**src/rtl/avalon_accum_slave_if.sv**
```systemverilog
// Avalon-MM slave bus bundle for the accumulator peripheral.
// The master drives the strobes, address and write data; the slave returns read data.
interface avalon_accum_slave_if;
   logic        avs_chipselect;
   logic [2:0]  avs_address;
   logic        avs_read;
   logic        avs_write;
   logic [3:0]  avs_byteenable;
   logic [31:0] avs_writedata;
   logic [31:0] avs_readdata;

   modport master (
      output avs_chipselect,
      output avs_address,
      output avs_read,
      output avs_write,
      output avs_byteenable,
      output avs_writedata,
      input  avs_readdata
   );

   modport slave (
      input  avs_chipselect,
      input  avs_address,
      input  avs_read,
      input  avs_write,
      input  avs_byteenable,
      input  avs_writedata,
      output avs_readdata
   );
endinterface

```
**src/rtl/avalon_accum_slave.sv**
```systemverilog
// Avalon-MM accumulator slave: debounced pushbuttons add the switch value into an
// 8-bit accumulator or clear it, with CTRL/ACC/SW/STATUS/COUNT registers and a level irq.
module avalon_accum_slave #(
   parameter int DEBOUNCE_CYCLES = 500000
) (
   input  logic                       clk,
   input  logic                       reset_n,
   avalon_accum_slave_if.slave        avs,
   input  logic [7:0]                 sw_in,
   input  logic                       key_acc_n,
   input  logic                       key_clr_n,
   output logic [7:0]                 led_out,
   output logic                       irq
);
   localparam int CNT_W = $clog2(DEBOUNCE_CYCLES + 1);
   localparam logic [CNT_W-1:0] CNT_ONE  = CNT_W'(1);
   localparam logic [CNT_W-1:0] CNT_LAST = CNT_W'(DEBOUNCE_CYCLES - 1);

   typedef enum logic [1:0] {
      IDLE,
      PRESS_WAIT,
      HELD,
      REL_WAIT
   } deb_state_e;

   logic [7:0]       sw_meta_q;
   logic [7:0]       sw_sync_q;
   logic [1:0]       key_meta_q;
   logic [1:0]       key_sync_q;
   deb_state_e       deb_state_q [2];
   logic [CNT_W-1:0] deb_cnt_q   [2];
   logic [1:0]       press_q;

   logic [1:0]       ctrl_q,     ctrl_d;
   logic [7:0]       acc_q,      acc_d;
   logic [2:0]       status_q,   status_d;
   logic [15:0]      count_q,    count_d;
   logic [31:0]      readdata_q, readdata_d;

   logic             bus_wr;
   logic             bus_rd;
   logic             acc_pulse;
   logic             clr_pulse;
   logic             acc_bus_wr;
   logic [8:0]       sum;

   wire unused_bus_bits = &{1'b0, avs.avs_writedata[31:16], avs.avs_byteenable[3:2]};

   // Index 0 is the accumulate key, index 1 the clear key; idle level is high.
   always_ff @(posedge clk or negedge reset_n) begin
      if (!reset_n) begin
         sw_meta_q  <= '0;
         sw_sync_q  <= '0;
         key_meta_q <= 2'b11;
         key_sync_q <= 2'b11;
      end else begin
         sw_meta_q  <= sw_in;
         sw_sync_q  <= sw_meta_q;
         key_meta_q <= {key_clr_n, key_acc_n};
         key_sync_q <= key_meta_q;
      end
   end

   always_ff @(posedge clk or negedge reset_n) begin
      if (!reset_n) begin
         for (int k = 0; k < 2; k++) begin
            deb_state_q[k] <= IDLE;
            deb_cnt_q[k]   <= '0;
            press_q[k]     <= 1'b0;
         end
      end else begin
         for (int k = 0; k < 2; k++) begin
            press_q[k] <= 1'b0;
            unique case (deb_state_q[k])
               IDLE: begin
                  if (!key_sync_q[k]) begin
                     deb_state_q[k] <= PRESS_WAIT;
                     deb_cnt_q[k]   <= CNT_ONE;
                  end
               end
               PRESS_WAIT: begin
                  if (key_sync_q[k]) begin
                     deb_state_q[k] <= IDLE;
                  end else if (deb_cnt_q[k] == CNT_LAST) begin
                     deb_state_q[k] <= HELD;
                     press_q[k]     <= 1'b1;
                  end else begin
                     deb_cnt_q[k] <= deb_cnt_q[k] + CNT_ONE;
                  end
               end
               HELD: begin
                  if (key_sync_q[k]) begin
                     deb_state_q[k] <= REL_WAIT;
                     deb_cnt_q[k]   <= CNT_ONE;
                  end
               end
               REL_WAIT: begin
                  if (!key_sync_q[k]) begin
                     deb_state_q[k] <= HELD;
                  end else if (deb_cnt_q[k] == CNT_LAST) begin
                     deb_state_q[k] <= IDLE;
                  end else begin
                     deb_cnt_q[k] <= deb_cnt_q[k] + CNT_ONE;
                  end
               end
               default: deb_state_q[k] <= IDLE;
            endcase
         end
      end
   end

   // Bus writes land first; hardware events then override them (clear beats write beats add).
   always_comb begin
      bus_wr     = avs.avs_chipselect & avs.avs_write;
      bus_rd     = avs.avs_chipselect & avs.avs_read;
      acc_pulse  = press_q[0] & ctrl_q[0];
      clr_pulse  = press_q[1] & ctrl_q[0];
      acc_bus_wr = bus_wr && (avs.avs_address == 3'd1) && avs.avs_byteenable[0];
      sum        = {1'b0, acc_q} + {1'b0, sw_sync_q};

      ctrl_d     = ctrl_q;
      acc_d      = acc_q;
      status_d   = status_q;
      count_d    = count_q;
      readdata_d = readdata_q;

      if (bus_wr) begin
         unique case (avs.avs_address)
            3'd0: if (avs.avs_byteenable[0]) ctrl_d = avs.avs_writedata[1:0];
            3'd1: if (avs.avs_byteenable[0]) acc_d = avs.avs_writedata[7:0];
            3'd3: if (avs.avs_byteenable[0]) status_d = status_q & ~avs.avs_writedata[2:0];
            3'd4: begin
               if (avs.avs_byteenable[0]) count_d[7:0]  = avs.avs_writedata[7:0];
               if (avs.avs_byteenable[1]) count_d[15:8] = avs.avs_writedata[15:8];
            end
            default: ;
         endcase
      end

      if (clr_pulse) begin
         acc_d       = '0;
         status_d[2] = 1'b1;
      end else if (acc_pulse && !acc_bus_wr) begin
         acc_d       = sum[7:0];
         status_d[0] = 1'b1;
         if (sum[8]) status_d[1] = 1'b1;
         if (count_q != 16'hFFFF) count_d = count_q + 16'd1;
      end

      if (bus_rd) begin
         unique case (avs.avs_address)
            3'd0:    readdata_d = {30'd0, ctrl_q};
            3'd1:    readdata_d = {24'd0, acc_q};
            3'd2:    readdata_d = {24'd0, sw_sync_q};
            3'd3:    readdata_d = {29'd0, status_q};
            3'd4:    readdata_d = {16'd0, count_q};
            default: readdata_d = '0;
         endcase
      end
   end

   always_ff @(posedge clk or negedge reset_n) begin
      if (!reset_n) begin
         ctrl_q     <= '0;
         acc_q      <= '0;
         status_q   <= '0;
         count_q    <= '0;
         readdata_q <= '0;
      end else begin
         ctrl_q     <= ctrl_d;
         acc_q      <= acc_d;
         status_q   <= status_d;
         count_q    <= count_d;
         readdata_q <= readdata_d;
      end
   end

   assign avs.avs_readdata = readdata_q;
   assign led_out          = acc_q;
   assign irq              = ctrl_q[1] & (status_q[0] | status_q[1]);
endmodule

```
**src/flat_wrapper.sv**
```systemverilog
// flat-port wrapper written by rule: the top's interface ports become plain ports
module avalon_accum_slave_flat 
#(
   parameter int DEBOUNCE_CYCLES = 500000
)
  (clk, reset_n, sw_in, key_acc_n, key_clr_n, led_out, irq, avs_avs_chipselect, avs_avs_address, avs_avs_read, avs_avs_write, avs_avs_byteenable, avs_avs_writedata, avs_avs_readdata);
  avalon_accum_slave_if avs_i ();
  input  logic clk;
  input  logic reset_n;
  input  logic [7:0] sw_in;
  input  logic key_acc_n;
  input  logic key_clr_n;
  output logic [7:0] led_out;
  output logic irq;
  input wire logic [$bits(avs_i.avs_chipselect)-1:0] avs_avs_chipselect;
  input wire logic [$bits(avs_i.avs_address)-1:0] avs_avs_address;
  input wire logic [$bits(avs_i.avs_read)-1:0] avs_avs_read;
  input wire logic [$bits(avs_i.avs_write)-1:0] avs_avs_write;
  input wire logic [$bits(avs_i.avs_byteenable)-1:0] avs_avs_byteenable;
  input wire logic [$bits(avs_i.avs_writedata)-1:0] avs_avs_writedata;
  output wire logic [$bits(avs_i.avs_readdata)-1:0] avs_avs_readdata;
  assign avs_i.avs_chipselect = avs_avs_chipselect;
  assign avs_i.avs_address = avs_avs_address;
  assign avs_i.avs_read = avs_avs_read;
  assign avs_i.avs_write = avs_avs_write;
  assign avs_i.avs_byteenable = avs_avs_byteenable;
  assign avs_i.avs_writedata = avs_avs_writedata;
  assign avs_avs_readdata = avs_i.avs_readdata;
  avalon_accum_slave #(.DEBOUNCE_CYCLES(DEBOUNCE_CYCLES)) u_core (.clk(clk), .reset_n(reset_n), .avs(avs_i), .sw_in(sw_in), .key_acc_n(key_acc_n), .key_clr_n(key_clr_n), .led_out(led_out), .irq(irq));
endmodule
```
**config.mk**
```make
export PLATFORM = sky130hd
export DESIGN_NAME = avalon_accum_slave_flat
export DESIGN_NICKNAME = d
export VERILOG_FILES = /design/src/rtl/avalon_accum_slave_if.sv /design/src/rtl/avalon_accum_slave.sv /design/src/flat_wrapper.sv
export SDC_FILE = /design/constraint.sdc
export NUM_CORES = 1
export LEC_CHECK = 0
export CAP_MARGIN = 20
export CORE_MARGIN = 2
export CORE_UTILIZATION = 45
export CTS_CLUSTER_DIAMETER = 200
export CTS_CLUSTER_SIZE = 24
export DETAILED_ROUTE_END_ITERATION = 10
export PLACE_DENSITY_LB_ADDON = 0.1
export RECOVER_POWER = 25
export SYNTH_ARGS = -nofsm -noshare
export SYNTH_HDL_FRONTEND = slang
export SYNTH_SLANG_ARGS = --single-unit
```
**constraint.sdc**
```tcl
create_clock -name clk -period 5 [get_ports clk]
set_input_delay 1 -clock clk [delete_from_list [all_inputs] [get_ports clk]]
set_output_delay 1 -clock clk [all_outputs]
set_load 0.005 [all_outputs]
```
* Word level (Yosys, flattened, before mapping) *
Index checks and enable logic that the tools add are counted.

storage, ports and cells
  register bits = 125
  bits of input ports = 54
  word-level logic and storage cells = 124

operators by class
  add/sub/neg operators = 4
  eq/ne operators = 25
  mux-type cells = 52
  bitwise operators = 8
  reduce and logical (&&, ||, !) cells = 20

operator list
  cell                     count
  $mux W19                 10
  $pmux W19 S4             2
  $mux W16                 5
  $pmux W16 S5             1
  $mux W8                  7
  $add A19 B1 Y19 const B  2
  $eq A19 B19 Y1 const B   2
  $mux W2                  14
  $add A16 B1 Y16 const B  1
  $ne A16 B16 Y1 const B   1
  $pmux W2 S4              2
  $reduce_and A4 Y1        4
  $add A8 B8 Y9            1
  $mux W3                  3
  $reduce_and A3 Y1        3
  $reduce_bool A3 Y1       3
  $eq A2 B2 Y1 const B     4
  $mux W1                  8
  $ne A2 B1 Y1 const B     4
  $ne A2 B2 Y1 const B     4
  $eq A3 B2 Y1 const B     2
  $ne A3 B1 Y1 const B     2
  $ne A3 B3 Y1 const B     2
  $reduce_bool A2 Y1       3
  11 further kinds         19

* Longest topological paths before layout *
Gate-level depths: netlist of the first run.

  word-level depth = 8
  mapped depth = 8

* Worst setup path before layout of the first run *
No wires, ideal clock.

  path kind = input-to-reg
  start = input avs_avs_address[1]
  end = register u_core.count_q[5]
  arrival time = 2382 ps
  data required time = 4877 ps
  setup slack = 2495 ps
  stages on the path = 7
  cells stage by stage = clkbuf_1 > nor3b_2 > a21boi_4 > o211a_1 > buf_4 > or3_1 > o221a_2

on the way
  longest elaborated chain between the ends = 7

ends and longest elaborated chain
  element                                                           RTL line                   RTL
  from (decl)                                                       flat_wrapper.sv:16         input wire logic [$bits(avs_i.avs_address)-1:0] avs_avs_address;
  parallel branches: the longest is 6 deep, another holds $mux W16  --
  $mux W16 *                                                        avalon_accum_slave.sv:140  if (clr_pulse) begin
  named net u_core.count_d[5]                                       avalon_accum_slave.sv:37   logic [15:0] count_q, count_d;
  to (signal assigned)                                              avalon_accum_slave.sv:173  count_q <= count_d;
  to (decl)                                                         avalon_accum_slave.sv:37

Mark *: on every way through the listed nets, which the timed path passes.
A chain may end at the register's enable or synchronous reset.

* Worst setup path after layout of the first run *
  start = input avs_avs_address[0]
  end = register u_core.count_q[9]

The elaborated chain is that of the path after synthesis.

==> results of run 1 <==
==> final cells by class <==
class,count,area (um2),area share
inverters,14,52.6,0.00768
multi-input cells,459,2930,0.428
clock inverters,7,57.6,0.00841
well taps,172,215,0.0314
clock buffers,9,225,0.0329
flip-flops and latches,109,2730,0.399
repair buffers,64,629,0.0919
==> critical path: stages <==
cell and delay, ps:
sky130_fd_sc_hd__clkdlybuf4s50_1 630, sky130_fd_sc_hd__nor3b_2 310, sky130_fd_sc_hd__a21boi_4 320, sky130_fd_sc_hd__o211a_1 670, sky130_fd_sc_hd__mux2_1 390, sky130_fd_sc_hd__a221o_1 290
==> worst max-delay path by stage <==
stage                  startpoint                 to  cells after the start
2_1_floorplan  avs_avs_address[1]  u_core.count_q[5]                      7
3_3_place_gp   avs_avs_address[0]  u_core.count_q[9]                      6
3_5_place_dp   avs_avs_address[0]  u_core.count_q[9]                      6
4_1_cts        avs_avs_address[0]  u_core.count_q[9]                      6
5_1_grt        avs_avs_address[0]  u_core.count_q[9]                      6
6_report       avs_avs_address[0]  u_core.count_q[9]                      6
==> power by group through the flow <==
stage                     clock network [uW]  registers [uW]  logic [uW]
after global routing                     752            1080         374
after global placement                     0            1080         323
final                                    697            1070         333
after detailed placement                   0            1080         334
after CTS                                713            1070         335
after floorplan                            0            1050         217
==> flip-flops by register name, summed over array words and instances (netlist names), named ones only <==
register                 flops
u_core.deb_cnt_q            38
u_core.status_q              3
u_core.press_q               2
u_core.key_sync_q            2
u_core.ctrl_q                2
u_core.deb_state_q           2
u_core.sw_meta_q             8
u_core.sw_sync_q             8
u_core.avs.avs_readdata     16
u_core.count_q              16
u_core.led_out               8
u_core.key_meta_q            2
==> layer usage <==
metal	track usage	wire, um	up-vias
li1	-	-	2328
met1	0.275	6430	2345
met2	0.337	6740	112
met3	0.0420	600	20
met4	0.0796	291	0
met5	0	0	-
==> cells in the mapped netlist, types with 6 or more instances <==
cell                       instances
sky130_fd_sc_hd__a21oi_1          35
sky130_fd_sc_hd__a22o_1           13
sky130_fd_sc_hd__a22oi_1          12
sky130_fd_sc_hd__a31oi_1          13
sky130_fd_sc_hd__and3_1           11
sky130_fd_sc_hd__buf_2             6
sky130_fd_sc_hd__buf_4            19
sky130_fd_sc_hd__clkbuf_1         12
sky130_fd_sc_hd__dfrtp_1         105
sky130_fd_sc_hd__ha_1             11
sky130_fd_sc_hd__inv_1            14
sky130_fd_sc_hd__mux2i_1          18
sky130_fd_sc_hd__nand2_1          57
sky130_fd_sc_hd__nand3_1          29
sky130_fd_sc_hd__nand4_1          18
sky130_fd_sc_hd__nor2_1           45
sky130_fd_sc_hd__nor2b_1           6
sky130_fd_sc_hd__nor3_1           17
sky130_fd_sc_hd__nor4_1            6
sky130_fd_sc_hd__o21ai_0          34
sky130_fd_sc_hd__o221a_2           6
sky130_fd_sc_hd__or3_1             7
sky130_fd_sc_hd__xnor2_1           9
sky130_fd_sc_hd__xor2_1            7
==> cells by family after synthesis <==
kind of cell	count (synthesis)	share of synthesized area
AND/OR/NAND/NOR	230	0.204
AO/OA/AOI/OAI	162	0.191
flip-flops	109	0.463
buffers and inverters	55	0.0510
multiplexers	23	0.0400
XOR/XNOR	16	0.0237
adder cells (fa/ha/maj)	12	0.0267
other	1	0.000635
==> through the flow <==
stage,utilization,instance area (um2),worst slack (ps)
6_report,0.538,6850,1630
5_1_grt,0.538,6850,1560
4_1_cts,0.537,6840,1640
3_5_place_dp,0.515,6550,1260
3_3_place_gp,0.515,6550,1310
2_1_floorplan,-,5960,2500
==> metrics.txt, run 1 <==
status finished, violations left; failing checks max-capacitance violations, max-slew violations; count of standard-cell rows 41; Startpoint Class input port; area fraction of the dominant cell type after synthesis 0.445; number of design rule violations left after detail routing 0; number of hold buffers added after cts 0; Congestion Overflow GR 0; setup repair after global routing missed its margin no; first-pass iteration count of the detailed router 4; crit path max fanout 22; growth of design area from synthesis to finish 15.9%; library cell with the largest summed area after synthesis sky130_fd_sc_hd__dfrtp_1; Die X-Extent 119 um; final weighted congestion of routability-driven global placement 0.947; cells after synthesis ~600; Post-Place Cells 817; CP Class in -> reg; CTS resizes 0; Die ar. 14100 um2; internal portion of total power around 1500 uW; post-route fraction of the period consumed by the critical path 0.675; flip-flop cell with the highest count after synthesis sky130_fd_sc_hd__dfrtp_1; antenna diode count 0; via count slightly below 5000; routed wire length around 14000 um; detailed-route vias per instance 5.76; HP Start u_core.sw_meta_q[1]; Cell variety after synth 76; most common cell after layout, fill and taps aside sky130_fd_sc_hd__dfrtp_1; final hold violation count 0; initial antenna violation count 0; Antenna Violating Nets Remaining 0; number of port buffers 60; share of layout cells above drive strength 1 0.0755; Top-Level Pins 95; data required time of the critical path 5250 ps; LEAKAGE 0.00288 uW; number of buffers added for setup after CTS 0; highest-count cells in the layout ignoring fill and taps sky130_fd_sc_hd__dfrtp_1 (105), sky130_fd_sc_hd__nand2_1 (57), sky130_fd_sc_hd__clkdlybuf4s50_1 (49), sky130_fd_sc_hd__nor2_1 (45); Yosys Warn Count 0; clock tree root buffer cell sky130_fd_sc_hd__clkbuf_16; reg-to-reg critical path startpoint u_core.count_q[0]; clk slew on worst S/H paths 70 ps; Final Slew Violations 111; final sum of negative setup slack 0 ps; peak ir drop on the vdd network 0.266 mV; clock latency on the worst-skew pair roughly 360 ps; number of storage elements in the synthesis netlist about 110; reg2reg setup slack 2450 ps; H-Tree Depth 3; effective utilization at floorplan 0.464; number of stages on the worst hold path 0; largest net degree at the start of global routing 74; Seq/Total Area, Yosys 0.463; number of global-route vias before repair roughly 4700; Max clock buf depth 2; drt initial violations between 300 and 400; switching fraction of total power 0.296; part of the power in combinational logic 0.159; register share of total power 0.509; total routing resource utilization after global routing 0.208; Die Y-Extent 119 um; total of max-cap violations 2; relative slew slack -0.306; HPWL reported at the end of detailed placement 10000 um; CORE AREA 12700 um2; kind of path behind the tightest hold check reg -> reg; count of placed standard cells in the final layout, fillers left out 834; Area contributors post-synth sky130_fd_sc_hd__dfrtp_1 (44%), sky130_fd_sc_hd__nand2_1 (3.6%), sky130_fd_sc_hd__mux2i_1 (3.1%), sky130_fd_sc_hd__a21oi_1 (3.0%), sky130_fd_sc_hd__o21ai_0 (2.9%); nets@finish 723; final worst path period need approximately 3400 ps; number of buffers inserted during clock tree synthesis 9; number of clock sinks 109; first-pass GRT wire length ~24000 um; filler cell count around 1200; CTS tree done; EDFF count, synth 0; arrival time at the worst endpoint 3620 ps; post-synthesis instance area 5910 um2; highest achievable clock rate 296 MHz; cell area power density a little over 300 nW/um2; async set-reset flop share out of synthesis 1.00; Worst Hold Endpoint u_core.sw_sync_q[1]; clock network power share 0.332; final setup violation count 0; Wirelength per Cell 16.9 um; Setup crit end kind flop; Total Power 2100 uW; Reg2Reg Depth 6; switching power summed over all nets 623 uW; worst reg2reg endpoint u_core.count_q[2]; post-route clock skew 9.09 ps; transition at the pin with the smallest max-transition slack 1960 ps; worst-case hold slack 351 ps; synthesized area per cell about 9.7 um2
Note: power is estimated with default switching activity, not from simulation.
==> inputs of run 2 (changes only) <==
- clock period: 5 -> 2.95 ns (I/O delays scaled with it)
==> run 2 against run 1 <==
  * The flow still finishes with violations (max-capacitance violations, max-slew violations)
  * Largest cell class unchanged
  * Via count grew 0.40%
  * Routed wire length shrank 0.65%
  * Clock power grew 88%
  * Flip-flop and latch count is the same
  * Critical endpoint is now u_core.deb_cnt_q[12]
==> metrics.txt, run 2 (synthesized netlist as in run 1, its figures left out) <==
Die ar. between 10000 and 15000 um2; final setup violation count 0; clk slew on worst S/H paths roughly 70 ps; number of design rule violations left after detail routing 0; routed wire length 14000 um; count of standard-cell rows a little over 40; first-pass GRT wire length between 20000 and 25000 um; data required time of the critical path approximately 3200 ps; number of hold buffers added after cts 0; max reg flops 38; first-pass iteration count of the detailed router 5; largest net degree at the start of global routing 63; status finished, violations left; Top-Level Pins 95; Setup crit end kind flop; number of buffers inserted during clock tree synthesis 9; growth of design area from synthesis to finish 18.0%; post-route fraction of the period consumed by the critical path 0.796; Die Y-Extent 119 um; highest achievable clock rate 426 MHz; CTS tree done; setup repair after global routing missed its margin no; number of clock sinks about 110; failing checks max-capacitance violations, max-slew violations; total of max-cap violations 1; final sum of negative setup slack 0 ps; cell area power density 529 nW/um2; number of buffers added for setup after CTS 0; relative slew slack -0.0507; via count 4824; most common cell after layout, fill and taps aside sky130_fd_sc_hd__dfrtp_1; Antenna Violating Nets Remaining 0; effective utilization at floorplan 0.464; antenna diode count 0; worst-case hold slack 349 ps; crit path max fanout 23; total routing resource utilization after global routing 0.204; post-route clock skew 8.11 ps; number of port buffers 60; reg2reg setup slack between 600 and 700 ps; Max clock buf depth 2; detailed-route vias per instance ~5.7; Congestion Overflow GR 0; transition at the pin with the smallest max-transition slack between 1500 and 2000 ps; number of global-route vias before repair 4767; CTS resizes 0; kind of path behind the tightest hold check reg -> reg; final worst path period need 2350 ps; final worst setup slack 600 ps; initial antenna violation count 0; Die X-Extent roughly 120 um; clock tree root buffer cell sky130_fd_sc_hd__clkbuf_16; drt initial violations 323; clock latency on the worst-skew pair 360 ps; Startpoint Class flop; highest-count cells in the layout ignoring fill and taps sky130_fd_sc_hd__dfrtp_1 (105), sky130_fd_sc_hd__nand2_1 (57), sky130_fd_sc_hd__clkdlybuf4s50_1 (49), sky130_fd_sc_hd__nor2_1 (45); H-Tree Depth 3; CP Class reg -> reg; nets@finish 734; count of placed standard cells in the final layout, fillers left out between 800 and 900; peak ir drop on the vdd network 0.360 mV; HPWL reported at the end of detailed placement around 9900 um; arrival time at the worst endpoint 2630 ps; final weighted congestion of routability-driven global placement 0.884; CORE AREA 12700 um2; Total Power 3690 uW; Final Slew Violations 62; Most flops, register u_core.deb_cnt_q; Wirelength per Cell 16.5 um; Post-Place Cells 829; share of layout cells above drive strength 1 0.0892; setup slack at placement around 250 ps; final hold violation count 0; LEAKAGE 0.00295 uW
==> run 2: changes by cell type in the layout (fill, tap and decap cells not counted), sizes merged <==
cell / delta
clkinv: -2
clkinvlp: -1
inv: -1
buf: +13
bufinv: +2
==> run 2: layer usage <==
layer / part of all wire / vias up / track usage
li1: - / 2347 / -
met1: 0.45 / 2350 / 0.261
met2: 0.48 / 115 / 0.340
met3: 0.052 / 12 / 0.0536
met4: 0.013 / 0 / 0.0558
met5: 0 / - / 0
==> run 2: through the flow <==
stage	area, um2	utilization
2_1_floorplan	5960	-
3_3_place_gp	6660	0.523
3_5_place_dp	6660	0.523
4_1_cts	6970	0.548
5_1_grt	6970	0.548
6_report	6970	0.548
==> run 2: final timing paths <==
kind                                      from                           to  cells after the start
min reg2reg                u_core.sw_meta_q[3]          u_core.sw_sync_q[3]                      0
min                        u_core.sw_meta_q[3]          u_core.sw_sync_q[3]                      0
max                        u_core.deb_cnt_q[0]         u_core.deb_cnt_q[12]                      7
min in group asynchronous              reset_n  u_core.avs.avs_readdata[11]                      1
max reg2reg                u_core.deb_cnt_q[0]         u_core.deb_cnt_q[12]                      7
max in group asynchronous              reset_n         u_core.key_sync_q[1]                      2
==> run 2: worst max-delay path: stages (launching register included) <==
cell                      delay, ps
sky130_fd_sc_hd__dfrtp_1        420
sky130_fd_sc_hd__ha_1           250
sky130_fd_sc_hd__nand4_1        200
sky130_fd_sc_hd__nor3_1         120
sky130_fd_sc_hd__a21oi_2        770
sky130_fd_sc_hd__buf_4          280
sky130_fd_sc_hd__nand4_1         90
sky130_fd_sc_hd__mux2i_1        140
==> run 2: cell type report <==
cell class	count	area [um2]
repair buffers	75	721
flip-flops and latches	109	2730
inverters	14	52.6
fillers	1194	5750
well taps	172	215
multi-input cells	459	2930
clock inverters	5	85.1
clock buffers	11	233
==> run 2: where the power goes <==
part           internal (uW)  switching, uW
combinational            299            272
sequential              1630            183
clock                    752            557
